--- src/rtl/vdiv_unit.sv ---
// Lane-parallel unsigned vector divider: 64-bit word split into 8/4/2/1 lanes,
// one restoring-division step per cycle, 64 cycles per operation for every lane width.
module vdiv_unit (
  input  logic        clk,
  input  logic        reset,
  input  logic        start,
  input  logic [0:63] rA_64bit_val,
  input  logic [0:63] rB_64bit_val,
  input  logic [0:1]  WW,
  input  logic        mod_sel,
  output logic        busy,
  output logic        done,
  output logic [0:63] ALU_out,
  output logic        dz
);

  typedef enum logic [1:0] {
    S_IDLE = 2'd0,
    S_RUN  = 2'd1,
    S_DONE = 2'd2
  } state_t;

  state_t      state_q, state_d;
  logic [63:0] a_q, a_d;
  logic [63:0] b_q, b_d;
  logic [63:0] rem_q, rem_d;
  logic [62:0] quo_q, quo_d;
  logic [63:0] out_q, out_d;
  logic [1:0]  ww_q, ww_d;
  logic        mod_q, mod_d;
  logic        dz_q, dz_d;
  logic [2:0]  lane_q, lane_d;
  logic [5:0]  bit_q, bit_d;

  logic [63:0] div_s;
  logic [63:0] b_next_s;
  logic [63:0] rem_sh_s;
  logic [63:0] rem_step_s;
  logic [63:0] quo_step_s;
  logic [63:0] res_s;
  logic [6:0]  slot_sh_s;
  logic        q_bit_s;
  logic        lane_end_s;
  logic        last_lane_s;

  // Lane-width decode: the active divisor always sits in the top w bits of b_q.
  always_comb begin
    div_s       = b_q;
    lane_end_s  = 1'b0;
    last_lane_s = 1'b0;
    slot_sh_s   = 7'd0;
    b_next_s    = 64'd0;
    case (ww_q)
      2'b00: begin
        div_s       = {56'd0, b_q[63:56]};
        lane_end_s  = (bit_q == 6'd7);
        last_lane_s = (lane_q == 3'd7);
        slot_sh_s   = {1'b0, ~lane_q, 3'd0};
        b_next_s    = {b_q[55:0], 8'd0};
      end
      2'b01: begin
        div_s       = {48'd0, b_q[63:48]};
        lane_end_s  = (bit_q == 6'd15);
        last_lane_s = (lane_q[1:0] == 2'd3);
        slot_sh_s   = {1'b0, ~lane_q[1:0], 4'd0};
        b_next_s    = {b_q[47:0], 16'd0};
      end
      2'b10: begin
        div_s       = {32'd0, b_q[63:32]};
        lane_end_s  = (bit_q == 6'd31);
        last_lane_s = (lane_q[0] == 1'b1);
        slot_sh_s   = {1'b0, ~lane_q[0], 5'd0};
        b_next_s    = {b_q[31:0], 32'd0};
      end
      2'b11: begin
        div_s       = b_q;
        lane_end_s  = (bit_q == 6'd63);
        last_lane_s = 1'b1;
        slot_sh_s   = 7'd0;
        b_next_s    = 64'd0;
      end
      default: begin
        div_s       = b_q;
        lane_end_s  = 1'b0;
        last_lane_s = 1'b0;
        slot_sh_s   = 7'd0;
        b_next_s    = 64'd0;
      end
    endcase
  end

  // Restoring step; rem_q[63] set means the shifted value exceeds any 64-bit divisor.
  // A zero divisor naturally yields all-ones quotient and remainder = dividend.
  always_comb begin
    rem_sh_s   = {rem_q[62:0], a_q[63]};
    q_bit_s    = rem_q[63] | (rem_sh_s >= div_s);
    rem_step_s = q_bit_s ? (rem_sh_s - div_s) : rem_sh_s;
    quo_step_s = {quo_q, q_bit_s};
    res_s      = mod_q ? rem_step_s : quo_step_s;
  end

  // Control FSM next state and datapath register updates.
  always_comb begin
    state_d = state_q;
    a_d     = a_q;
    b_d     = b_q;
    rem_d   = rem_q;
    quo_d   = quo_q;
    out_d   = out_q;
    ww_d    = ww_q;
    mod_d   = mod_q;
    dz_d    = dz_q;
    lane_d  = lane_q;
    bit_d   = bit_q;
    case (state_q)
      S_IDLE: begin
        if (start) begin
          state_d = S_RUN;
          a_d     = rA_64bit_val;
          b_d     = rB_64bit_val;
          ww_d    = WW;
          mod_d   = mod_sel;
          rem_d   = 64'd0;
          quo_d   = 63'd0;
          out_d   = 64'd0;
          dz_d    = 1'b0;
          lane_d  = 3'd0;
          bit_d   = 6'd0;
        end else begin
          state_d = S_IDLE;
        end
      end
      S_RUN: begin
        a_d  = {a_q[62:0], 1'b0};
        dz_d = dz_q | (div_s == 64'd0);
        if (lane_end_s) begin
          out_d   = out_q | (res_s << slot_sh_s);
          rem_d   = 64'd0;
          quo_d   = 63'd0;
          bit_d   = 6'd0;
          lane_d  = lane_q + 3'd1;
          b_d     = b_next_s;
          state_d = last_lane_s ? S_DONE : S_RUN;
        end else begin
          rem_d   = rem_step_s;
          quo_d   = quo_step_s[62:0];
          bit_d   = bit_q + 6'd1;
          state_d = S_RUN;
        end
      end
      S_DONE: begin
        state_d = S_IDLE;
      end
      default: begin
        state_d = S_IDLE;
      end
    endcase
  end

  // State and datapath registers with asynchronous clear.
  always_ff @(posedge clk or posedge reset) begin
    if (reset) begin
      state_q <= S_IDLE;
      a_q     <= 64'd0;
      b_q     <= 64'd0;
      rem_q   <= 64'd0;
      quo_q   <= 63'd0;
      out_q   <= 64'd0;
      ww_q    <= 2'd0;
      mod_q   <= 1'b0;
      dz_q    <= 1'b0;
      lane_q  <= 3'd0;
      bit_q   <= 6'd0;
    end else begin
      state_q <= state_d;
      a_q     <= a_d;
      b_q     <= b_d;
      rem_q   <= rem_d;
      quo_q   <= quo_d;
      out_q   <= out_d;
      ww_q    <= ww_d;
      mod_q   <= mod_d;
      dz_q    <= dz_d;
      lane_q  <= lane_d;
      bit_q   <= bit_d;
    end
  end

  assign busy    = (state_q == S_RUN);
  assign done    = (state_q == S_DONE);
  assign ALU_out = out_q;
  assign dz      = dz_q;

endmodule

--- config.mk ---
export PLATFORM = sky130hd
export DESIGN_NAME = vdiv_unit
export DESIGN_NICKNAME = d
export VERILOG_FILES = /design/src/rtl/vdiv_unit.sv
export SDC_FILE = /design/constraint.sdc
export NUM_CORES = 1
export LEC_CHECK = 0
export CORE_MARGIN = 4
export CORE_UTILIZATION = 30
export CTS_CLUSTER_SIZE = 12
export DETAILED_ROUTE_END_ITERATION = 10
export GPL_TIMING_DRIVEN = 1
export SETUP_SLACK_MARGIN = 0.3
export SLEW_MARGIN = 30
export SYNTH_ARGS = -nofsm -noshare
export SYNTH_HDL_FRONTEND = slang
export SYNTH_SLANG_ARGS = --single-unit
--- constraint.sdc ---
create_clock -name clk -period 10.65 [get_ports clk]
set_input_delay 1.065 -clock clk [delete_from_list [all_inputs] [get_ports clk]]
set_output_delay 1.065 -clock clk [all_outputs]
set_load 0.005 [all_outputs]
# Yosys cells after proc, flatten, opt, wreduce, memory -nomap -nowiden
# Index checks and enable logic that the tools add are counted.
[word_totals] ff_bits=334 input_bits=134 out_inout_bits=67 elab_cells=74
[classes] addsub=3 n_lt_le_gt_ge=1 eq_ne=13 shift=1 n_mux=32 bitwise_logic=6 reduce_logical=7
[op_table] op="two-way mux 64 bit" n=8
[op_table] op="one-hot mux 64 bit (2 select lines)" n=4
[op_table] op="one-hot mux 64 bit (4 select lines)" n=2
[op_table] op="two-way mux 63 bit" n=2
[op_table] op="one-hot mux 63 bit (2 select lines)" n=1
[op_table] op="greater-or-equal comparator 64 bit" n=1
[op_table] op="zero test 64 bit" n=1
[op_table] op="bitwise OR 64 bit" n=1
[op_table] op="left shift 64 x 7 -> 64 bit" n=1
[op_table] op="subtractor 64 bit" n=1
[op_table] op="one-hot mux 7 bit (4 select lines)" n=1
[op_table] op="two-way mux 6 bit" n=2
[op_table] op="one-hot mux 6 bit (2 select lines)" n=1
[op_table] op="== test 2 bit (second input constant)" n=4
[op_table] op="one-hot mux 1 bit (4 select lines)" n=2
[op_table] op="adder 6 x 1 -> 6 bit (second input constant)" n=1
[op_table] op="== test 6 x 3 -> 1 bit (second input constant)" n=1
[op_table] op="== test 6 x 4 -> 1 bit (second input constant)" n=1
[op_table] op="== test 6 x 5 -> 1 bit (second input constant)" n=1
[op_table] op="== test 6 bit (second input constant)" n=1
[op_table] op="two-way mux 3 bit" n=2
[op_table] op="one-hot mux 3 bit (2 select lines)" n=1
[op_table] op="== test 2 x 1 -> 1 bit (second input constant)" n=2
[op_table] op="zero test 2 bit" n=2
[op_table] op="15 further kinds" n=19

# Logic depth before layout (Yosys ltp)
[logic_depth] ltp_word=10 mapped_depth=24 depth_no_buf=15

# Least setup slack after synthesis
# OpenSTA, ideal clock, no wires.
[synth_path] kind="reg2reg" start="register ww_q[1]" end="register out_q[47] (netlist: ALU_out[16])" setup_ns=0.124 arrival_ns=4.815 t_required_ns=10.526 setup_slack_ns=5.711 stages_incl_launch_ff=19 path_buffers=5 period_less_slack_ns=4.939 path_cell_list="dfrtp_1 clkbuf_1 buf_1 clkbuf_1 buf_1 mux2i_1 a21o_1 ha_1 and3_1 a221oi_2 or4_4 a21boi_4 o21bai_2 nand2_4 buf_2 mux2_2 mux2i_1 o21ai_0 a211o_1"
[synth_between] elab_chain_len=10 elab_cells_between_ends=18 cone_classes="add/sub: 1; order compare: 1; eq/ne: 4; shift: 1; mux: 7; bitwise: 2; reduce/logical: 2"
[synth_lines] item="from (decl)" line="29" rtl="logic [1:0] ww_q, ww_d;"
[synth_lines] item="from (signal assigned)" line="181" rtl="ww_q <= ww_d;"
[synth_lines] item="== test 2 bit, or another cell as far along" line="53" rtl="case (ww_q)"
[synth_lines] item="one-hot mux 64 bit (4 select lines)" line="53"
[synth_lines] item="greater-or-equal comparator 64 bit" line="96" rtl="q_bit_s = rem_q[63] | (rem_sh_s >= div_s);"
[synth_lines] item="bitwise OR 1 bit" line="96"
[synth_lines] item="two-way mux 64 bit" line="97" rtl="rem_step_s = q_bit_s ? (rem_sh_s - div_s) : rem_sh_s;"
[synth_lines] item="two-way mux 64 bit" line="99" rtl="res_s = mod_q ? rem_step_s : quo_step_s;"
[synth_lines] item="left shift 64 x 7 -> 64 bit" line="137" rtl="out_d = out_q | (res_s << slot_sh_s);"
[synth_lines] item="bitwise OR 64 bit" line="137"
[synth_lines] item="two-way mux 64 bit" line="136" rtl="if (lane_end_s) begin"
[synth_lines] item="one-hot mux 64 bit (2 select lines)" line="115" rtl="case (state_q)"
[synth_lines] item="to (signal assigned)" line="180" rtl="out_q <= out_d;"
[synth_lines] item="to (decl)" line="28" rtl="logic [63:0] out_q, out_d;"
# Parallel ways exist; a longest one is shown, timed or not. The select of a mux whose other input is x is not followed.
# A chain may end at the register's enable or synchronous reset.

# Final worst setup path
[layout_path] start="register ww_q[1]" end="register out_q[48] (netlist: ALU_out[15])"
# Same word-level chain as after synthesis.

==> results.toml <==
[cts]
cts_sinks = 334
clk_path_buf_depth = 3
cts_made_buffers = 42
clockRootBuffer = "clkbuf_16"
cts_resized = 0
htreeDepth = 2
post_cts_buffers = 0
cts_tree = "built"
ctsHoldBuffers = 0
clkTransAtPathRegs_ns = 0.06
clock_latency_ns = 0.60

[floorplanning]
initial_core_util_pct = 30.4
die_h_um = 286
fp.dieW_um = 286
design.core.area_um2 = 76200
rows = 101
die_area_um2 = 81600
pin_count = 201

[hold_path]
hp-class = "flop to flop"

[setup_path]
required_ns = 11.07
path_cells = "and2_1 -> buf_4 -> nand2_1 -> ha_1 -> nand4_1 -> nor2_1 -> a221oi_1 -> o211ai_1 -> a21oi_2 -> buf_4 -> nand2_4 -> buf_4 -> nand2_1 -> nor3_1 -> a2111oi_1 -> a211o_1 -> o21ai_0"
cp-end-kind = "flop"
cp_top_family = "compound AO/OA/AOI/OAI gates"
path_max_fanout = 48
crit_arrival_ns = 7.14
path_buf_inv = 3
critPathKind = "flop to flop"
max_stage_delay_ns = 0.86
crit_path_start_kind = "flop"
cpMostUsedCell = "buf_4"
cp_slowest_cell = "a221oi_1"

[timing]
setup_violations = 0
period_minus_slack_ns = 6.72
drv_slew = 0
period_share_pct = 63.1
fmax_ghz = 0.149
rsz0062_at_grt = "no"
hold_violations = 0
slew_headroom_pct = 19.5
worst_pin_slew_ns = 1.18
totalNegativeSetupSlack_ns = 0
finClkSkew_ns = 0.0403

[outcome]
status = "finished clean"

[synth]
synth_edf_count = 0
ys_types = 89
seq_area_frac_synth_pct = 36.1
syn-num-nets = 3023
syn_area_um2 = 23100
synthArstFlopShare_pct = 100
synth_top_area_share_pct = 36.1
syn_inst = 2821
yosysWarnings = 0
yosys.area.top_type = "dfrtp_1"
syn_avg_cell_area_um2 = 8.20
ys_ff_latch = 334
synthTopCellsByArea = "dfrtp_1 (36%), nand2_1 (7.1%), o21ai_0 (6.1%)"
synth_flop_cell = "dfrtp_1"

[flow_run]
cap_violations = 0

[placed_design]
gp_congestion = 1.01
dp_hpwl_mm = 72.0
port_buffers = 200
dpl_cell_area_um2 = 25900

[cells_and_area]
num_antenna_cells = 0
fin_util_pct = 35.8
layout.nets = 3077
fillers = 7869
final_cell_area_um2 = 27300
area_growth_pct = 18.0
layout-drive-gt1-share_pct = 7.20

[drt]
drtPass1Iterations = 6
drt_wl_total_mm = 98.0
vias = 23201
wire_per_inst_um = 24.9
final_antenna_net_count = 0
drtIter0Drc = 3078
viasPerCell = 5.90
drc = 0

[global_routing]
grt_max_degree = 152
grt_pass1_wl_mm = 145
grt_usage_pct = 23.0
antenna_found_initial = 3
first_global_vias = 21791
overflow = 0
-- layout make-up --
type / count / area, um^2 / area share (%)
sequential: 334 / 8370 / 30.6
multi-input combinational: 2227 / 13800 / 50.5
timing repair buffer: 239 / 2350 / 8.61
inverter: 31 / 129 / 0.472
tap: 1030 / 1290 / 4.72
clock buffer: 55 / 1170 / 4.29
clock inverter: 18 / 206 / 0.756
-- metrics by stage --
step	setup WS, ns	hold slack [ns]	instances
2_1_floorplan	0.332	0.450	2821
5_1_grt	3.64	0.495	3934
4_1_cts	4.06	0.483	3933
3_5_place_dp	4.11	0.470	3860
6_report	3.93	0.477	3934
3_3_place_gp	3.85	0.461	3859
-- worst register-to-register path: cells and delay by family, from the launching register on --
kind / cells / cell delay (ns)
compound gates: 6 / 2.36
fa+ha+maj: 1 / 0.48
buf+inv: 3 / 1.01
flops: 1 / 0.72
simple gates: 7 / 1.98
-- layout by cell type, fill, tap and decap left out, types with 62 or more instances in the layout --
cell type        Yosys  routed
mux2i_1             62      62
nor2_1             211     210
a22oi_1             94      94
a22o_1              95      95
o21ai_0            283     283
dfrtp_1            334     329
clkdlybuf4s50_1      0     200
nand2_1            440     440
a21oi_1            269     269
ha_1                67      67
-- flip-flops by register name, indices dropped and copies added, names as in the netlist, 2 cells and up --
register and count:
quo_q 63, state_q 2, ALU_out 64, rem_q 64, ww_q 2, a_q 64
lane_q 3, b_q 64, bit_q 6
-- logic make-up (layout without fill, tap and decap cells) --
logic type | after synthesis | count (layout) | synth area share [%]
xor+xnor | 52 | 52 | 1.97
simple gates | 927 | 927 | 17.9
flops | 334 | 334 | 36.1
mux | 115 | 115 | 5.75
buf+inv | 260 | 343 | 4.59
fa+ha+maj | 68 | 68 | 3.71
compound gates | 1065 | 1065 | 29.9
-- layer usage --
layer | share of wire (%) | global-route usage [%]
met5 | 0.069 | 0
met4 | 3.9 | 8.42
met3 | 8.8 | 4.02
met2 | 45 | 36.0
met1 | 42 | 31.8
-- final timing paths --
kind | to | slack (ns) | depth (start not counted) | start
max | ALU_out[15] | 3.93 | 17 | ww_q[1]
min | a_q[34] | 0.48 | 2 | a_q[34]
max reg2reg | ALU_out[15] | 3.93 | 17 | ww_q[1]
min reg2reg | a_q[34] | 0.48 | 2 | a_q[34]
max in group asynchronous | ww_q[1] | 8.12 | 4 | reset
min in group asynchronous | ALU_out[61] | 1.02 | 2 | reset
-- cell usage after synthesis, drive strengths merged (11+ instances only) --
library cell / count
a31oi: 26
o21a: 19
o31ai: 19
nand2b: 17
ha: 67
xnor2: 35
clkbuf: 166
xor2: 17
a22o: 95
o21bai: 16
and2: 14
buf: 63
nand4: 51
dfrtp: 334
nand3b: 11
a21o: 39
o21ai: 289
a21oi: 272
a211oi: 19
o2111ai: 11
mux2: 43
nand2: 441
inv: 30
a211o: 13
mux2i: 62
o22ai: 16
nor2b: 43
nor2: 213
a22oi: 94
nor4: 14
or4: 12
nand3: 41
o211ai: 33
nor3: 28
and3: 22
Power is left out: the tool's default activity adds up to more than one toggle a clock period on the data nets, which glitch-free logic cannot reach.
